[config.mk]
export PLATFORM = sky130hd
export DESIGN_NAME = engine_layer_sched
export DESIGN_NICKNAME = d
export VERILOG_FILES = /design/src/rtl/engine_layer_sched.sv
export SDC_FILE = /design/constraint.sdc
export NUM_CORES = 1
export LEC_CHECK = 0
export BUFFER_PORTS_ARGS = -buffer_cell sky130_fd_sc_hd__buf_2
export CORE_ASPECT_RATIO = 0.5
export CORE_MARGIN = 4
export CORE_UTILIZATION = 35
export DETAILED_ROUTE_END_ITERATION = 12
export PLACE_DENSITY = 0.55
export SYNTH_ARGS = -nofsm -noshare
export SYNTH_HDL_FRONTEND = slang
export SYNTH_SLANG_ARGS = --single-unit
export TNS_END_PERCENT = 30
[constraint.sdc]
create_clock -name aclk -period 3.4 [get_ports aclk]
set_input_delay 0.34 -clock aclk [delete_from_list [all_inputs] [get_ports aclk]]
set_output_delay 0.34 -clock aclk [all_outputs]
set_load 0.005 [all_outputs]
[src/rtl/engine_layer_sched.sv]
// engine_layer_sched: queues layer descriptors, gates one layer of weight packets into the engine
// and counts the engine's output packets to signal per-layer completion.
module engine_layer_sched #(
   parameter int CFG_DEPTH  = 4,
   parameter int CNT_BITS   = 16,
   parameter int LAYER_BITS = 8
) (
   input  logic                  aclk,
   input  logic                  aresetn,
   input  logic                  cfg_valid,
   output logic                  cfg_ready,
   input  logic [CNT_BITS-1:0]   cfg_w_packets,
   input  logic [CNT_BITS-1:0]   cfg_o_packets,
   input  logic                  s_w_valid,
   output logic                  s_w_ready,
   input  logic                  s_w_last,
   output logic                  m_w_valid,
   input  logic                  m_w_ready,
   input  logic                  mon_valid,
   input  logic                  mon_ready,
   input  logic                  mon_last,
   output logic                  busy,
   output logic                  done,
   output logic [LAYER_BITS-1:0] layer_idx,
   output logic                  err
);
   localparam int AW = $clog2(CFG_DEPTH);
   typedef enum logic [1:0] {IDLE, RUN, DRAIN, DONE} state_t;
   state_t state, nxt;
   logic [CNT_BITS-1:0] w_mem [CFG_DEPTH];
   logic [CNT_BITS-1:0] o_mem [CFG_DEPTH];
   logic [AW-1:0]       wr_ptr, rd_ptr;
   logic [AW:0]         count;
   logic [CNT_BITS-1:0] w_cnt, o_cnt, w_tgt, o_tgt;
   logic                w_done, o_done, push, pop, gate, w_hs, mon_hs, o_hs, enter_run;

   assign cfg_ready = count != (AW+1)'(CFG_DEPTH);
   assign push      = cfg_valid & cfg_ready;
   assign pop       = state == DONE;
   assign w_tgt     = w_mem[rd_ptr];
   assign o_tgt     = o_mem[rd_ptr];
   assign gate      = (state == RUN) & !w_done;
   assign m_w_valid = s_w_valid & gate;
   assign s_w_ready = m_w_ready & gate;
   assign w_hs      = s_w_valid & s_w_ready & s_w_last;
   assign mon_hs    = mon_valid & mon_ready & mon_last;
   assign o_hs      = mon_hs & ((state == RUN) | (state == DRAIN)) & !o_done;
   assign enter_run = (state != RUN) & (nxt == RUN);
   assign busy      = state != IDLE;
   assign done      = state == DONE;

   always_comb begin
      nxt = state;
      case (state)
         IDLE:    nxt = (count != '0) ? RUN : IDLE;
         RUN:     nxt = w_done ? (o_done ? DONE : DRAIN) : RUN;
         DRAIN:   nxt = o_done ? DONE : DRAIN;
         default: nxt = (count > (AW+1)'(1)) ? RUN : IDLE;
      endcase
   end

   // Targets are stored already normalised so a zero count behaves as one packet.
   always_ff @(posedge aclk) begin
      if (push) begin
         w_mem[wr_ptr] <= (cfg_w_packets == '0) ? CNT_BITS'(1) : cfg_w_packets;
         o_mem[wr_ptr] <= (cfg_o_packets == '0) ? CNT_BITS'(1) : cfg_o_packets;
      end
   end

   always_ff @(posedge aclk or negedge aresetn) begin
      if (!aresetn) begin
         state     <= IDLE;
         wr_ptr    <= '0;
         rd_ptr    <= '0;
         count     <= '0;
         w_cnt     <= '0;
         o_cnt     <= '0;
         w_done    <= 1'b0;
         o_done    <= 1'b0;
         layer_idx <= '0;
         err       <= 1'b0;
      end else begin
         state <= nxt;
         count <= count + (AW+1)'(push) - (AW+1)'(pop);
         if (push) wr_ptr <= wr_ptr + AW'(1);
         if (pop) rd_ptr <= rd_ptr + AW'(1);
         if (pop) layer_idx <= layer_idx + LAYER_BITS'(1);
         if (mon_hs & !o_hs) err <= 1'b1;
         if (enter_run) begin
            w_cnt  <= '0;
            o_cnt  <= '0;
            w_done <= 1'b0;
            o_done <= 1'b0;
         end else begin
            if (w_hs) begin
               w_cnt <= w_cnt + CNT_BITS'(1);
               if (w_cnt == w_tgt - CNT_BITS'(1)) w_done <= 1'b1;
            end
            if (o_hs) begin
               o_cnt <= o_cnt + CNT_BITS'(1);
               if (o_cnt == o_tgt - CNT_BITS'(1)) o_done <= 1'b1;
            end
         end
      end
   end
endmodule

==> results of run 1 <==
==> worst paths after layout <==
kind                                    from           end  slack, ns  cells after the start
max                                rd_ptr[0]        o_done       0.35                      8
min                                  aresetn  layer_idx[1]       0.03                      1
max reg2reg                        rd_ptr[0]        o_done       0.35                      8
min reg2reg                     layer_idx[7]  layer_idx[7]       0.46                      1
max in group asynchronous            aresetn      w_cnt[3]       2.64                      2
min in group aclk          cfg_w_packets[15]  w_mem[2][15]       0.14                      1
==> flip-flops by register name, indices dropped and copies added, names as in the netlist <==
signal     count
count          3
err            1
layer_idx      8
o_cnt         16
o_done         1
o_mem         64
rd_ptr         2
state          2
w_cnt         16
w_done         1
w_mem         64
wr_ptr         2
==> cell type report <==
type | count | area, um^2
Clock buffer | 18 | 429
Timing Repair Buffer | 69 | 395
Fill cell | 2156 | 14300
Inverter | 26 | 97.6
Tap cell | 315 | 394
Sequential cell | 180 | 5150
Clock inverter | 14 | 173
Multi-Input combinational cell | 362 | 3060
==> through the flow <==
step | util | cells
6_report | 0.404 | 984
5_1_grt | 0.404 | 984
4_1_cts | 0.404 | 984
3_5_place_dp | 0.379 | 952
3_3_place_gp | 0.379 | 952
2_1_floorplan | - | 618
==> power breakdown <==
part	switching [W]	leakage, nW	internal [W]	total, W
clock	0.000861	0.290	0.00117	0.00203
combinational	0.00131	1.44	0.000985	0.00230
sequential	0.000197	1.87	0.00279	0.00299
==> worst max-delay path, delay by kind of cell (launching register included) <==
family | cells | cell delay [ns]
AND/OR/NAND/NOR | 3 | 0.88
AO/OA/AOI/OAI | 3 | 0.58
buffers and inverters | 1 | 0.29
flip-flops | 1 | 0.58
multiplexers | 1 | 0.62
==> layer usage <==
metal | vias up | part of all wire | routed length [um]
li1 | 2371 | - | -
met1 | 2491 | 0.49 | 8230
met2 | 57 | 0.48 | 8070
met3 | 13 | 0.028 | 469
met4 | 0 | 0.0077 | 130
met5 | - | 0 | 0
==> cell usage in the layout, fill, tap and decap left out, types with 18 or more instances in the layout <==
cell      instances
buf_2            54
dfrtp_1          51
edfxtp_1        128
inv_1            26
mux4_2           25
nand2_1          22
nand4_1          18
nor2_1           48
xnor2_1          41
xor2_1           33
==> kinds of logic (layout without fill, tap and decap cells) <==
kind of cell,Yosys count,count (layout),share of synthesized area
compound gates,49,49,0.0392
xor+xnor,74,74,0.0760
fa+ha+maj,18,18,0.0273
buf+inv,76,127,0.0379
flops,180,180,0.603
mux,39,39,0.0961
simple gates,182,182,0.120
==> summary.md, run 1 <==
| Metric | Value |
|---|---|
| Layout cell share with drive strength beyond 1 | 0.206 |
| Kind of critical path | flop to flop |
| Max-slew headroom | 0.355 |
| Fin area | a little under 10000 um^2 |
| Via density | 5.01 |
| Starting density of the core | 0.356 |
| Synthesized area per cell | 13.8 um^2 |
| Grt ovf | 0 |
| Final setup violation count | 0 |
| Sequential area share after synthesis | 0.603 |
| IO Port Bufs | 54 |
| CTS max path bufs | 2 |
| Post-cts sizing count | 0 |
| Clk_lat worst skew | around 0.43 ns |
| Pre-Repair DR Iteration Count | 5 |
| GR met3 Demand/Resource | 0.0318 |
| Synth Net Count | 677 |
| DP Wirelength | 11800 um |
| Pre-CTS setup slack | roughly 0.24 ns |
| CTS Hold Bufs | 0 |
| Power density over the cells | 755 nW/um^2 |
| Post-synth top cells | 128 x edfxtp_1, 52 x dfrtp_1, 48 x nor2_1, 43 x clkbuf_1, 41 x xnor2_1 |
| Number of max-cap violations | 0 |
| CP max stage delay | slightly above 0.6 ns |
| Final min period | 3.05 ns |
| Worst Skew | a little over 0.008 ns |
| Max IR drop VDD | 378 uV |
| GR Util met1 | 0.175 |
| Fmax achieved | 0.327 GHz |
| Hold Path Class | primary input to async pin |
| Yosys warning total | 0 |
| Final setup TNS | 0 ns |
| Core area | 24000 um^2 |
| CP cell instances | buf_4 -> mux4_2 -> nor4_4 -> nand4_2 -> or3b_1 -> a31oi_1 -> o22ai_1 -> o32ai_1 |
| H-tree levels | 4 |
| Slowest CP cell | mux4_2 |
| Antenna-violating nets left | 0 |
| Placed Area | 9090 um^2 |
| FP Rows | 40 |
| Ranking of synthesized cells by area | edfxtp_1 45%, dfrtp_1 15%, mux4_2 6.6% |
| Largest net degree at the start of global routing | 39 |
| Starting DRT DRC Count | 262 |
| All-layer global routing usage | 0.128 |
| # DRC | 0 |
| Crit share post-route | 0.898 |
| Worst Path Required | 3.73 ns |
| Number of synthesized flops with an enable pin | 128 |
| Main flop type after synthesis | edfxtp_1 |
| Post-synth top area cell | edfxtp_1 |
| Asr flop ratio synth | 0.289 |
| Most common cell in the netlist | edfxtp_1 |
| GR Layer Usage met2 | 0.208 |
| Final hold violation count | 0 |
| GR peak layer | met2 |
| Leakage power | 3.59 nW |
| Root buf cell | clkbuf_16 |
| Sink Count | 180 |
| RSZ-0062 raised after global routing | false |
| I/O Pins | between 50 and 60 |
| Fin nets | 715 |
| Global-route wire length before repair | 27100 um |
| Die Ht | 118 um |
| CTS tree | built |
| Power Total | 0.00732 W |
| ANT cells | 0 |
| Routed len/inst | 17.2 um |
| Cells after Synth | 618 |
| CTS buffer count | 17 |
| Final worst slack | 0.345 ns |
| WHS | around 0.026 ns |
| Vias in the first global route | 4972 |
| Total number of vias | 4932 |
| Cell area after synthesis | 8530 um^2 |
| RePlAce Congestion | between 0.8 and 0.9 |
| Initial antenna violation count | 0 |
| Max-slew violations | 0 |
| Wirelength, routed | about 17000 um |
| Least-Margin Pin Slew | 0.968 ns |
| Clk pin slew, worst setup/hold paths | ~0.07 ns |
| Die W | 229 um |
| Post-CTS setup buffer count | 0 |
| Worst setup EP type | flop |
| Top-area cell type share of the netlist area | 0.451 |
| Post-synth cell types | 64 |
| Total die area | 27100 um^2 |
| Area growth from synthesis to layout | 13.7% |
| Startpoint Class | flop |
| Outcome | complete, no violations |
| #FFs+latches synth | 180 |
| Crit-path max FO | 13 |
| CP Data Arrival Time | 3.39 ns |
Power figures use the tool's default switching activity.
==> run 2, diff against run 1 <==
==> constraint.sdc (replaced) <==
create_clock -name aclk -period 3.8 [get_ports aclk]
set_input_delay 0.38 -clock aclk [delete_from_list [all_inputs] [get_ports aclk]]
set_output_delay 0.38 -clock aclk [all_outputs]
set_load 0.005 [all_outputs]
==> run 2 against run 1 <==
Effect of this change:
- cell area is 0.68% lower
- core utilization is 0.28 points lower
- sequential share of layout area is 0.34 points higher
- register-to-register slack better by 0.17 ns
- setup slack better by 0.17 ns
- worst hold slack better by 0.16 ns
- via count is 0.10% higher
- routed wire length is 1.4% higher
- combinational power is 13% lower
- clock power is 19% lower
- power is 13% lower
==> summary.md, run 2 (same netlist as run 1, synthesis figures left out) <==
| Metric | Value |
|---|---|
| Starting DRT DRC Count | 309 (+18%) |
| CP Data Arrival Time | 3.61 ns (+0.22 ns) |
| Commonest non-fill, non-tap cell in the layout | edfxtp_1 |
| Sink Count | 180 (unchanged) |
| Crit-path max FO | 16 (+3) |
| Global-route wire length before repair | 27300 um (+0.56%) |
| Max IR drop VDD | 269 uV (-29%) |
| DR WL met3 | 561 um (+20%) |
| Pre-CTS setup slack | 0.452 ns (+0.208 ns) |
| Fin area | 9630 um^2 (-0.68%) |
| Power density over the cells | 660 nW/um^2 (-13%) |
| WHS | 0.184 ns (+0.158 ns) |
| I/O Pins | 55 (unchanged) |
| Worst Path Required | 4.12 ns (+0.39 ns) |
| Max-slew headroom | 0.529 (+0.174) |
| Final cell count without fillers | 984 (unchanged) |
| CTS tree | built |
| Clk pin slew, worst setup/hold paths | 0.07 ns (about the same) |
| Worst Skew | 0.00731 ns (-0.000910 ns) |
| Antenna-violating nets left | 0 (unchanged) |
| Outcome | complete, no violations |
| Fmax achieved | 0.304 GHz (-7.1%) |
| All-layer global routing usage | 0.130 (+0.00136) |
| Crit share post-route | 0.865 (-0.0333) |
| Final setup TNS | 0 ns (unchanged) |
| Max-slew violations | 0 (unchanged) |
| DR WL met2 | 8190 um (+1.5%) |
| IO Port Bufs | 54 (unchanged) |
| Layout cell share with drive strength beyond 1 | 0.209 (+0.00299) |
| Placed Cells incl. Taps | 951 (-0.11%) |
| CP cell instances | buf_4 -> mux4_2 -> nor4_4 -> nand4_2 -> or3b_1 -> a31oi_1 -> o22ai_1 -> o32ai_1 |
| Grt ovf | 0 (unchanged) |
| Pre-Repair DR Iteration Count | 4 (-1) |
| Fin nets | 715 (unchanged) |
| Placed Area | 9070 um^2 (-0.22%) |
| Total die area | 27100 um^2 (unchanged) |
| Leakage power | 3.56 nW (-0.85%) |
| Startpoint Class | flop |
| Slowest CP cell | dfrtp_2 |
| Starting density of the core | 0.356 (unchanged) |
| Bufs and invs on worst path | 1 (unchanged) |
| RePlAce Congestion | 0.765 (-6.6%) |
| H-tree levels | 4 (unchanged) |
| Root buf cell | clkbuf_16 |
| Post-cts sizing count | 0 (unchanged) |
| Core area | 24000 um^2 (unchanged) |
| Worst setup EP type | flop |
| Die W | 229 um (unchanged) |
| Via density | 5.02 (+0.10%) |
| Max Used Layer | met4 |
| Wl on met1 | 8250 um (+0.21%) |
| Final worst slack | 0.513 ns (+0.167 ns) |
| Cell count of the worst reg-to-reg path | 8 (unchanged) |
| Die Ht | 118 um (unchanged) |
| Routed len/inst | 17.4 um (+1.4%) |
| Number of max-cap violations | 0 (unchanged) |
| Fill cells | 2199 (+2.0%) |
| RSZ-0062 raised after global routing | false |
| Least-Margin Pin Slew | 0.707 ns (-0.261 ns) |
| Area growth from synthesis to layout | 12.9% |
| Final setup violation count | 0 (unchanged) |
| Kind of critical path | flop to flop |
| Most frequent cells in the layout | 128 x edfxtp_1, 54 x buf_2, 51 x dfrtp_1 |
| Crit-path leading delay family | simple AND/OR/NAND/NOR gates |
| CTS max path bufs | 2 (unchanged) |
| Largest net degree at the start of global routing | 35 (-10%) |
| Largest registers | o_mem (64), w_mem (64) |
| Clk_lat worst skew | 0.43 ns (about the same) |
| Hold Path Class | primary input to flop |
| CP max stage delay | 0.67 ns (+0.05 ns) |
| Total number of vias | 4937 (+0.10%) |
| ANT cells | 0 (unchanged) |
| Wirelength, routed | 17100 um (+1.4%) |
| CTS buffer count | 17 (unchanged) |
| Final hold violation count | 0 (unchanged) |
| # DRC | 0 (unchanged) |
| Vias in the first global route | 4921 (-1.0%) |
| CP Depth | 8 (unchanged) |
| Final min period | 3.29 ns (+0.233 ns) |
| DP Wirelength | 11600 um (-1.7%) |
| FP Rows | 40 (unchanged) |
| Worst Hold Path Cells | 1 |
| Initial antenna violation count | 0 (unchanged) |
==> run 2: path summary, 6_finish.rpt <==
check,startpoint,endpoint,slack [ns]
setup / recovery,rd_ptr[0],o_done,0.51
hold / removal,cfg_o_packets[8],o_mem[0][8],0.18
setup reg to reg,rd_ptr[0],o_done,0.51
hold reg to reg,layer_idx[7],layer_idx[7],0.46
max in group asynchronous,aresetn,layer_idx[7],2.48
min in group asynchronous,aresetn,state[0],0.53
==> run 2: what timing repair did <==
action	in CTS	in global routing
endpoints found under the setup margin	0	0
setup buffers	0	0
hold buffers	1	0
hold endpoints to repair	26	0
==> run 2: layout make-up <==
cell class                 instances  area, um^2  share of cell area
sequential                       180        5150               0.534
multi-input combinational        362        3060               0.318
clock buffer                      17         425              0.0442
tap                              315         394              0.0409
timing repair buffer              69         385              0.0400
clock inverter                    15         123              0.0127
inverter                          26        97.6              0.0101
==> run 2: per-stage QoR <==
step                power [W]  utilization
CTS                   0.00645        0.402
finish                0.00636        0.402
global placement      0.00474        0.378
detailed placement    0.00477        0.378
global route          0.00676        0.402
floorplan             0.00424            -
==> run 2: worst reg2reg max path, stage by stage, from the launching register on <==
cell and delay (ns):
dfrtp_2 0.67, buf_4 0.30, mux4_2 0.61, nor4_4 0.45, nand4_2 0.19, or3b_1 0.38
a31oi_1 0.19, o22ai_1 0.12, o32ai_1 0.28
==> run 2: layer usage <==
metal	vias to the layer above	GRT usage
li1	2368	-
met1	2505	0.177
met2	55	0.207
met3	9	0.0330
met4	0	0.0332
met5	-	0
==> run 2: where the power goes <==
group	switching (W)	internal, W
sequential	0.000204	0.00249
combinational	0.00115	0.000860
clock	0.000792	0.000855
